`src/rtl/parity_frame_rx.sv`:
```
// Serial frame receiver: start(0), DATA_W data bits LSB first, parity, stop(1).
// Deserialises the word, checks parity and the stop bit, and presents the result
// with a one-cycle data_valid strobe. All outputs are registered.
module parity_frame_rx #(
    parameter int unsigned DATA_W     = 8,
    parameter bit          PARITY_ODD = 1'b0
) (
    input  logic              clk,
    input  logic              rst_n,
    input  logic              x,
    output logic [DATA_W-1:0] data_out,
    output logic              data_valid,
    output logic              parity_err,
    output logic              frame_err,
    output logic              busy
);

    localparam int unsigned CntW = $clog2(DATA_W + 1);

    typedef enum logic [1:0] {
        StIdle,
        StData,
        StPar,
        StStop
    } state_e;

    state_e            state_q, state_d;
    logic [CntW-1:0]   cnt_q, cnt_d;
    logic [DATA_W-1:0] shift_q, shift_d;
    logic              acc_q, acc_d;
    logic              perr_q, perr_d;
    logic [DATA_W-1:0] data_out_q, data_out_d;
    logic              data_valid_q, data_valid_d;
    logic              parity_err_q, parity_err_d;
    logic              frame_err_q, frame_err_d;
    logic              busy_q, busy_d;

    // New bit enters at the MSB so the word ends up LSB-first aligned.
    logic [DATA_W:0]   shift_w;
    assign shift_w = {x, shift_q};

    // Next-state and next-output logic for the receive FSM.
    always_comb begin
        state_d      = state_q;
        cnt_d        = cnt_q;
        shift_d      = shift_q;
        acc_d        = acc_q;
        perr_d       = perr_q;
        data_out_d   = data_out_q;
        data_valid_d = 1'b0;
        parity_err_d = parity_err_q;
        frame_err_d  = frame_err_q;

        unique case (state_q)
            StIdle: begin
                if (!x) begin
                    state_d = StData;
                    cnt_d   = '0;
                    acc_d   = 1'b0;
                end
            end
            StData: begin
                shift_d = shift_w[DATA_W:1];
                acc_d   = acc_q ^ x;
                cnt_d   = cnt_q + CntW'(1);
                if (cnt_q == CntW'(DATA_W - 1)) begin
                    state_d = StPar;
                end
            end
            StPar: begin
                perr_d  = ((acc_q ^ x) != PARITY_ODD);
                state_d = StStop;
            end
            StStop: begin
                data_out_d   = shift_q;
                parity_err_d = perr_q;
                frame_err_d  = ~x;
                data_valid_d = 1'b1;
                state_d      = StIdle;
            end
            default: begin
                state_d = StIdle;
            end
        endcase

        busy_d = (state_d != StIdle);
    end

    // State and registered outputs; reset discards any frame in flight.
    always_ff @(posedge clk or negedge rst_n) begin
        if (!rst_n) begin
            state_q      <= StIdle;
            cnt_q        <= '0;
            shift_q      <= '0;
            acc_q        <= 1'b0;
            perr_q       <= 1'b0;
            data_out_q   <= '0;
            data_valid_q <= 1'b0;
            parity_err_q <= 1'b0;
            frame_err_q  <= 1'b0;
            busy_q       <= 1'b0;
        end else begin
            state_q      <= state_d;
            cnt_q        <= cnt_d;
            shift_q      <= shift_d;
            acc_q        <= acc_d;
            perr_q       <= perr_d;
            data_out_q   <= data_out_d;
            data_valid_q <= data_valid_d;
            parity_err_q <= parity_err_d;
            frame_err_q  <= frame_err_d;
            busy_q       <= busy_d;
        end
    end

    assign data_out   = data_out_q;
    assign data_valid = data_valid_q;
    assign parity_err = parity_err_q;
    assign frame_err  = frame_err_q;
    assign busy       = busy_q;

endmodule

```
`config.mk`:
```
export PLATFORM = sky130hd
export DESIGN_NAME = parity_frame_rx
export DESIGN_NICKNAME = d
export VERILOG_FILES = /design/src/rtl/parity_frame_rx.sv
export SDC_FILE = /design/constraint.sdc
export NUM_CORES = 1
export LEC_CHECK = 0
export CORE_MARGIN = 4
export CORE_UTILIZATION = 40
export DETAILED_ROUTE_END_ITERATION = 7
export GPL_TIMING_DRIVEN = 0
export SYNTH_ARGS = -nofsm -noshare
export SYNTH_HDL_FRONTEND = slang
export SYNTH_SLANG_ARGS = --single-unit
```
`constraint.sdc`:
```
create_clock -name clk -period 1.4 [get_ports clk]
set_input_delay 0.14 -clock clk [delete_from_list [all_inputs] [get_ports clk]]
set_output_delay 0.14 -clock clk [all_outputs]
set_load 0.02 [all_outputs]
```
After elaboration in Yosys (flattened, before gate mapping). Cells that the tools add are included.

Register bits after elaboration: 28. RAM bits: 0. ROM bits: 0. Output and inout bits: 12. Memories kept: 0. Latch bits: 0. Logic and storage cells: 30.

Equal/unequal tests: 5. $add $sub $neg: 1. Multiplexer cells: 8. Bitwise operators: 2. Reduce and logical (&&, ||, !) cells: 4. $lt $le $gt $ge: 0. Shift-type cells: 0. Div/mod/pow operators: 0. Multipliers: 0.

Operators by type and width (count): one-hot mux 2 bit (4 select lines) (1); one-hot mux 4 bit (2 select lines) (1); adder 4 x 1 -> 4 bit (second input constant) (1); == test 2 bit (second input constant) (2); == test 4 x 3 -> 1 bit (second input constant) (1); two-way mux 2 bit (2); two-way mux 4 bit (1); nonzero test 2 bit (2); == test 2 x 1 -> 1 bit (second input constant) (1); zero test 2 bit (1); two-way mux 1 bit (2); != test 2 bit (second input constant) (1); one-hot mux 1 bit (2 select lines) (1); AND reduction 2 bit (1); inverter 1 bit (1); XOR 1 bit (1).

Depth between registers and ports, before layout. Gate-level depths: netlist of the first run.

Depth in word-level cells: 4. Mapped depth: 4. Depth with buffers taken out: 4.

Worst setup path after synthesis of the first run. OpenSTA, ideal clock, no wires.

Path type: reg2reg. Start: register state_q[1]. End: register shift_q[1]. Data required time: 1275 ps. Period minus slack after synthesis: 1185 ps. Library setup time: 125 ps. Cell stages (with the launch flop): 4. Path buffers: 1. Setup slack: 215 ps. Arrival: 1059 ps. Cells stage by stage: dfrtp_1 -> nand2b_2 -> buf_6 -> mux2_4.

Cells in the longest elaborated chain, start to end: 1.

RTL lines: from (decl) (RTL line 27) `state_e state_q, state_d;`; from (signal assigned) (RTL line 92) `state_q <= StIdle;`; from (signal assigned) (RTL line 103) `state_q <= state_d;`; == test 2 x 1 -> 1 bit (RTL line 54) `unique case (state_q)`; to (signal assigned) (RTL line 105) `shift_q <= shift_d;`; to (decl) (RTL line 29) `logic [DATA_W-1:0] shift_q, shift_d;`.

No other way between the ends. A chain may end at the register's enable or synchronous reset.

Worst setup path in the final report of the first run.
Start: register state_q[1]. End: register shift_q[4].

The elaborated chain is that of the path after synthesis.

==> results of run 1 <==
==> through the flow <==
stage	total power, uW	worst slack, ns
after CTS	3230	0.0930
after detailed placement	3020	-0.246
after global routing	3390	0.0199
final	3180	0.0974
after floorplan	2510	0.215
after global placement	3000	-0.244
==> registers in the layout (all words and copies together), names as in the netlist <==
signal / cells
acc_q: 1
busy: 1
cnt_q: 4
data_out: 8
data_valid: 1
frame_err: 1
parity_err: 1
perr_q: 1
shift_q: 8
state_q: 2
==> layout make-up <==
| cell class | instances | area [um^2] | share of cell area, % |
|---|---|---|---|
| Buffer | 2 | 22.5 | 1.67 |
| Inverter | 4 | 15.0 | 1.12 |
| Timing Repair Buffer | 14 | 125 | 9.29 |
| Multi-Input combinational cell | 45 | 422 | 31.3 |
| Sequential cell | 28 | 701 | 52.0 |
| Tap cell | 31 | 38.8 | 2.88 |
| Clock buffer | 3 | 22.5 | 1.67 |
==> layout by cell type (no fill, tap or decap), types with 2 or more instances in the layout <==
master and count:
mux2_4 12, mux2_2 5, dlygate4sd2_1 12, dfrtp_1 28
clkbuf_4 3, inv_2 2, nor2_1 2, inv_1 2
buf_6 2, clkdlybuf4s50_1 2, a22o_1 2, nand2_1 4
o21ai_0 2
==> repair_timing <==
action,4_1_cts,5_1_grt
setup endpoints to repair,12,0
hold buffers,0,0
resized for setup,12,0
==> synthesized netlist by cell type, types with 2 or more instances <==
cell,number
mux2_4,12
inv_2,2
mux2_2,5
nor2_1,2
inv_1,2
dfrtp_1,28
buf_6,2
o21ai_0,2
nand2_1,4
a22o_1,2
==> power groups by stage <==
stage	logic [uW]	clock network (uW)	registers [uW]
detailed placement	1540	0	1490
floorplan	883	0	1630
global placement	1520	0	1480
global route	1510	371	1510
CTS	1430	339	1460
finish	1400	316	1460
==> kinds of logic (layout without fill, tap and decap cells) <==
family	count (synthesis)	after routing	synth area share [%]
adders and majority gates	1	1	1.08
muxes	19	19	22.2
buffers and inverters	6	23	3.24
xor gates and xnor gates	1	1	0.755
and+or+nand+nor	13	13	5.72
AOI/OAI and AO/OA	11	11	6.58
DFF	28	28	60.4
==> critical path, stage by stage, from the launching register on <==
cell and delay, ns:
dfrtp_1 0.46, nand2b_2 0.27, buf_6 0.18, mux2_4 0.29
==> final timing paths <==
check / start / to / slack [ns] / depth (start not counted)
worst max-delay path: state_q[1] / shift_q[4] / 0.1 / 3
worst min-delay path: rst_n / data_out[0] / 0.44 / 1
worst max register to register: state_q[1] / shift_q[4] / 0.1 / 3
worst min register to register: perr_q / perr_q / 0.50 / 2
max in group asynchronous: rst_n / acc_q / 0.26 / 1
min in group clk: x / frame_err / 0.49 / 2
==> layer usage <==
layer | wire length (um) | up-vias
met5 | 0 | -
met1 | 827 | 323
met3 | 96 | 4
li1 | - | 310
met4 | 25 | 0
met2 | 832 | 11
==> flow_summary_export.csv, run 1 <==
group,metric,value,unit
finish,drive_gt1_share,27.1,%
drt,drt-total-wl,1780,um
drt,drc,0,
clock_tree,post_cts_buffers,0,
timing,clock_skew,0.00280,ns
yosys,synth_top_cell_area_share,60.4,%
pwr,leakagePower,0.000675,uW
placement,placed_cell_area,1340,um^2
setup_path,critical_path_class,"reg2reg",
clock_tree,path_clk_slew,0.13,ns
yosys,syn_inst,79,
yosys,synth_area_leaders,"dfrtp_1, mux2_4, mux2_2, buf_6, a22o_1",
global_route,globalRoute.busiestLayer,"met2",
yosys,synthArstFlopShare,100,%
finish,diodes,0,
timing,worst_pin_slew,1.20,ns
yosys,syn_area,1160,um^2
global_route,use_met1,13.9,%
timing,final_hold_viol_count,0,
finish,postLayoutCoreUtil,48.8,%
global_route,gr-usage-all-layers,10.4,%
timing,rsz0062_at_grt,"no",
pwr,combPwrFrac,44.2,%
pwr,max-vdd-ir-drop,0.00168,V
global_route,use_met3,3.72,%
global_route,grt_pass1_wl,2790,um
timing,period_minus_slack,1.30,ns
yosys,syn-num-nets,83,
finish,nFillCells,259,
setup_path,end_kind,"flop",
pwr,p_int,2080,uW
yosys,synthFlopType,"dfrtp_1",
timing,fin_setup_tns,0,ns
yosys,synth.avg_cell_area,14.7,um^2
die,floorplan.die.height,61.9,um
die,row_count,19,
placement,place_inst,124,
die,die_w,61.9,um
placement,hpwl,1220,um
yosys,synth_edf_count,0,
yosys,synth_seq_cells,28,
yosys,ys.warnings.count,0,
die,initial_utilization,42.1,%
drt,wl_per_cell,14.0,um
die,core-area,2760,um^2
pwr,p_per_area,2360,nW/um^2
finish,nNetsFinal,102,
timing,setup-violations-final,0,
clock_tree,clockBufferDepth,2,
pwr,swShare,34.4,%
clock_tree,clock-root-buffer,"clkbuf_4",
job,cap_violations,0,
pwr,p_seq_share,45.8,%
global_route,use_met2,15.2,%
global_route,antenna_found_initial,0,
global_route,grt_max_degree,29,
clock_tree,cts_max_level,1,
finish,final_cells,127,
global_route,grt_pass1_vias,584,
placement,gp_congestion,0.746,
global_route,grt_overflow,0,
die,num_io_pins,15,
setup_path,required,1.62,ns
yosys,yosysUniqueCellTypes,28,
setup_path,start_kind,"flop",
drt,ant_nets,0,
clock_tree,cts_tree,"built",
drt,drt_iter0_markers,13,
setup_path,cp_max_fo,10,
pwr,p_sw,1090,uW
worst_hold_path,hold_class,"in2async",
clock_tree,cts_sinks,28,
drt,viasPerCell,5.10,
setup_path,cp.arrival,1.53,ns
timing,maxSlewViolCount,0,
timing,holdWs,0.437,ns
clock_tree,cts_buffers,3,
pwr,pwr-share-clk,10.0,%
die,dieArea,3830,um^2
finish,synthToLayoutAreaGrowth,16.1,%
yosys,ys_seq_area_share,60.4,%
placement,port_buffers,14,
finish,design_area,1350,um^2
drt,route.vias.total,648,
timing,fmax,768,MHz
yosys,synth_top_cell_by_area,"dfrtp_1",
drt,first_pass_iters,2,
run_status,status,"finished clean",
timing,period_share,93.0,%
timing,relSlewSlack,19.9,%
clock_tree,insertion_delay,0.32,ns
Power figures use the tool's default switching activity.
==> run 2: changes to the inputs <==
Settings changed: CORE_MARGIN 4 to default.
==> flow_summary_export.csv, run 2 (synthesis gave the netlist of run 1 again) <==
group,metric,value,unit
run_status,status,"finished clean",
placement,port_buffers,14,
finish,nFillCells,257,
timing,period_minus_slack,1.30,ns
drt,wl_per_cell,14.1,um
finish,synthToLayoutAreaGrowth,16.5,%
setup_path,critical_path_class,"reg2reg",
timing,worst_pin_slew,0.613,ns
setup_path,max_stage_delay,0.46,ns
timing,setup-violations-final,0,
die,floorplan.die.height,55.9,um
clock_tree,cts_max_level,1,
clock_tree,cts_tree,"built",
placement,hpwl,1220,um
drt,drc,0,
clock_tree,clockBufferDepth,2,
setup_path,cp_max_fo,10,
clock_tree,path_clk_slew,0.14,ns
global_route,grt_overflow,0,
die,row_count,19,
timing,rsz0062_at_grt,"no",
timing,fmax,772,MHz
setup_path,slowest_stage,"dfrtp_1",
timing,setup_ws,0.105,ns
timing,relSlewSlack,59.2,%
setup_path,start_kind,"flop",
finish,drive_gt1_share,27.8,%
finish,final_cell_mix,"dfrtp_1, mux2_4, dlygate4sd2_1",
timing,clock_skew,0.00460,ns
finish,diodes,0,
die,dieArea,3120,um^2
finish,ff_latch_area,701,um^2
clock_tree,insertion_delay,0.32,ns
placement,place_worst_setup_slack,-0.266,ns
global_route,grt_pass1_vias,654,
finish,multi_input_area,422,um^2
clock_tree,cts_buffers,3,
die,initial_utilization,42.1,%
drt,first_pass_iters,4,
drt,viasPerCell,5.11,
drt,ant_nets,0,
global_route,grt_pass1_wl,3140,um
timing,holdWs,0.340,ns
clock_tree,post_cts_buffers,0,
global_route,gr-usage-all-layers,13.4,%
finish,nNetsFinal,103,
placement,gp_congestion,0.729,
drt,drt_iter0_markers,28,
global_route,antenna_found_initial,0,
pwr,p_per_area,2360,nW/um^2
die,num_io_pins,15,
drt,drt-total-wl,1810,um
die,core-area,2760,um^2
drt,route.vias.total,654,
clock_tree,clock-root-buffer,"clkbuf_4",
setup_path,crit_chain,"nand2b_2, buf_6, mux2_4",
setup_path,required,1.62,ns
setup_path,cp.arrival,1.52,ns
global_route,grt_max_degree,29,
worst_hold_path,hold_class,"in2async",
setup_path,end_kind,"flop",
timing,final_hold_viol_count,0,
timing,period_share,92.5,%
die,die_w,55.9,um
finish,mostFrequentLayoutCell,"dfrtp_1",
clock_tree,cts_sinks,28,
timing,maxSlewViolCount,0,
job,cap_violations,0,
pwr,max-vdd-ir-drop,0.00139,V
pwr,leakagePower,0.000679,uW
[run 2: critical path: cells and delay by family (launching register included)]
family	cells	cell delay (ns)
buf+inv	1	0.18
flops	1	0.46
simple gates	1	0.26
mux	1	0.29
[run 2: worst paths after layout]
check,from,endpoint,slack [ns],cells past startpoint
worst max-delay path,state_q[1],shift_q[5],0.10,3
worst min-delay path,rst_n,data_out[3],0.34,2
worst max register to register,state_q[1],shift_q[5],0.10,3
worst min register to register,data_out[0],data_out[0],0.51,1
max in group asynchronous,rst_n,cnt_q[2],0.65,2
min in group clk,x,frame_err,0.49,2
[run 2: final cells by class]
| class | count | share of cell area [%] |
|---|---|---|
| clock buffer | 3 | 1.67 |
| timing repair buffer | 15 | 9.63 |
| sequential | 28 | 51.9 |
| multi-input combinational | 45 | 31.2 |
| buffer | 2 | 1.67 |
| inverter | 4 | 1.11 |
| tap | 31 | 2.87 |
[run 2: routing by layer]
metal	track usage [%]	up-vias	share of wire [%]
met2	20.5	15	45
met3	5.12	2	4.4
met1	18.3	324	50
li1	-	313	-
met4	3.14	0	0.89
met5	0	-	0
[run 2: report_power, final]
group	total [uW]	leakage, uW	switching (uW)	internal (uW)
clock	319	0.0000138	218	101
combinational	1410	0.000329	619	794
sequential	1460	0.000337	269	1190
[run 2: metrics by stage]
step | total power (uW) | TNS (ns) | util [%] | cells | area [um^2]
after floorplan | 2510 | 0 | - | 79 | 1160
after global placement | 2990 | -6.89 | 48.5 | 124 | 1340
after detailed placement | 3030 | -7.40 | 48.5 | 124 | 1340
after CTS | 3240 | 0 | 48.8 | 127 | 1350
after global routing | 3420 | 0 | 49.0 | 128 | 1350
final | 3190 | 0 | 49.0 | 128 | 1350
[run 2: what timing repair did]
| item | 4_1_cts | 5_1_grt |
|---|---|---|
| hold buffers | 0 | 1 |
| endpoints found under the setup margin | 12 | 0 |
| hold endpoints to repair | 0 | 28 |
| resized for setup | 12 | 0 |
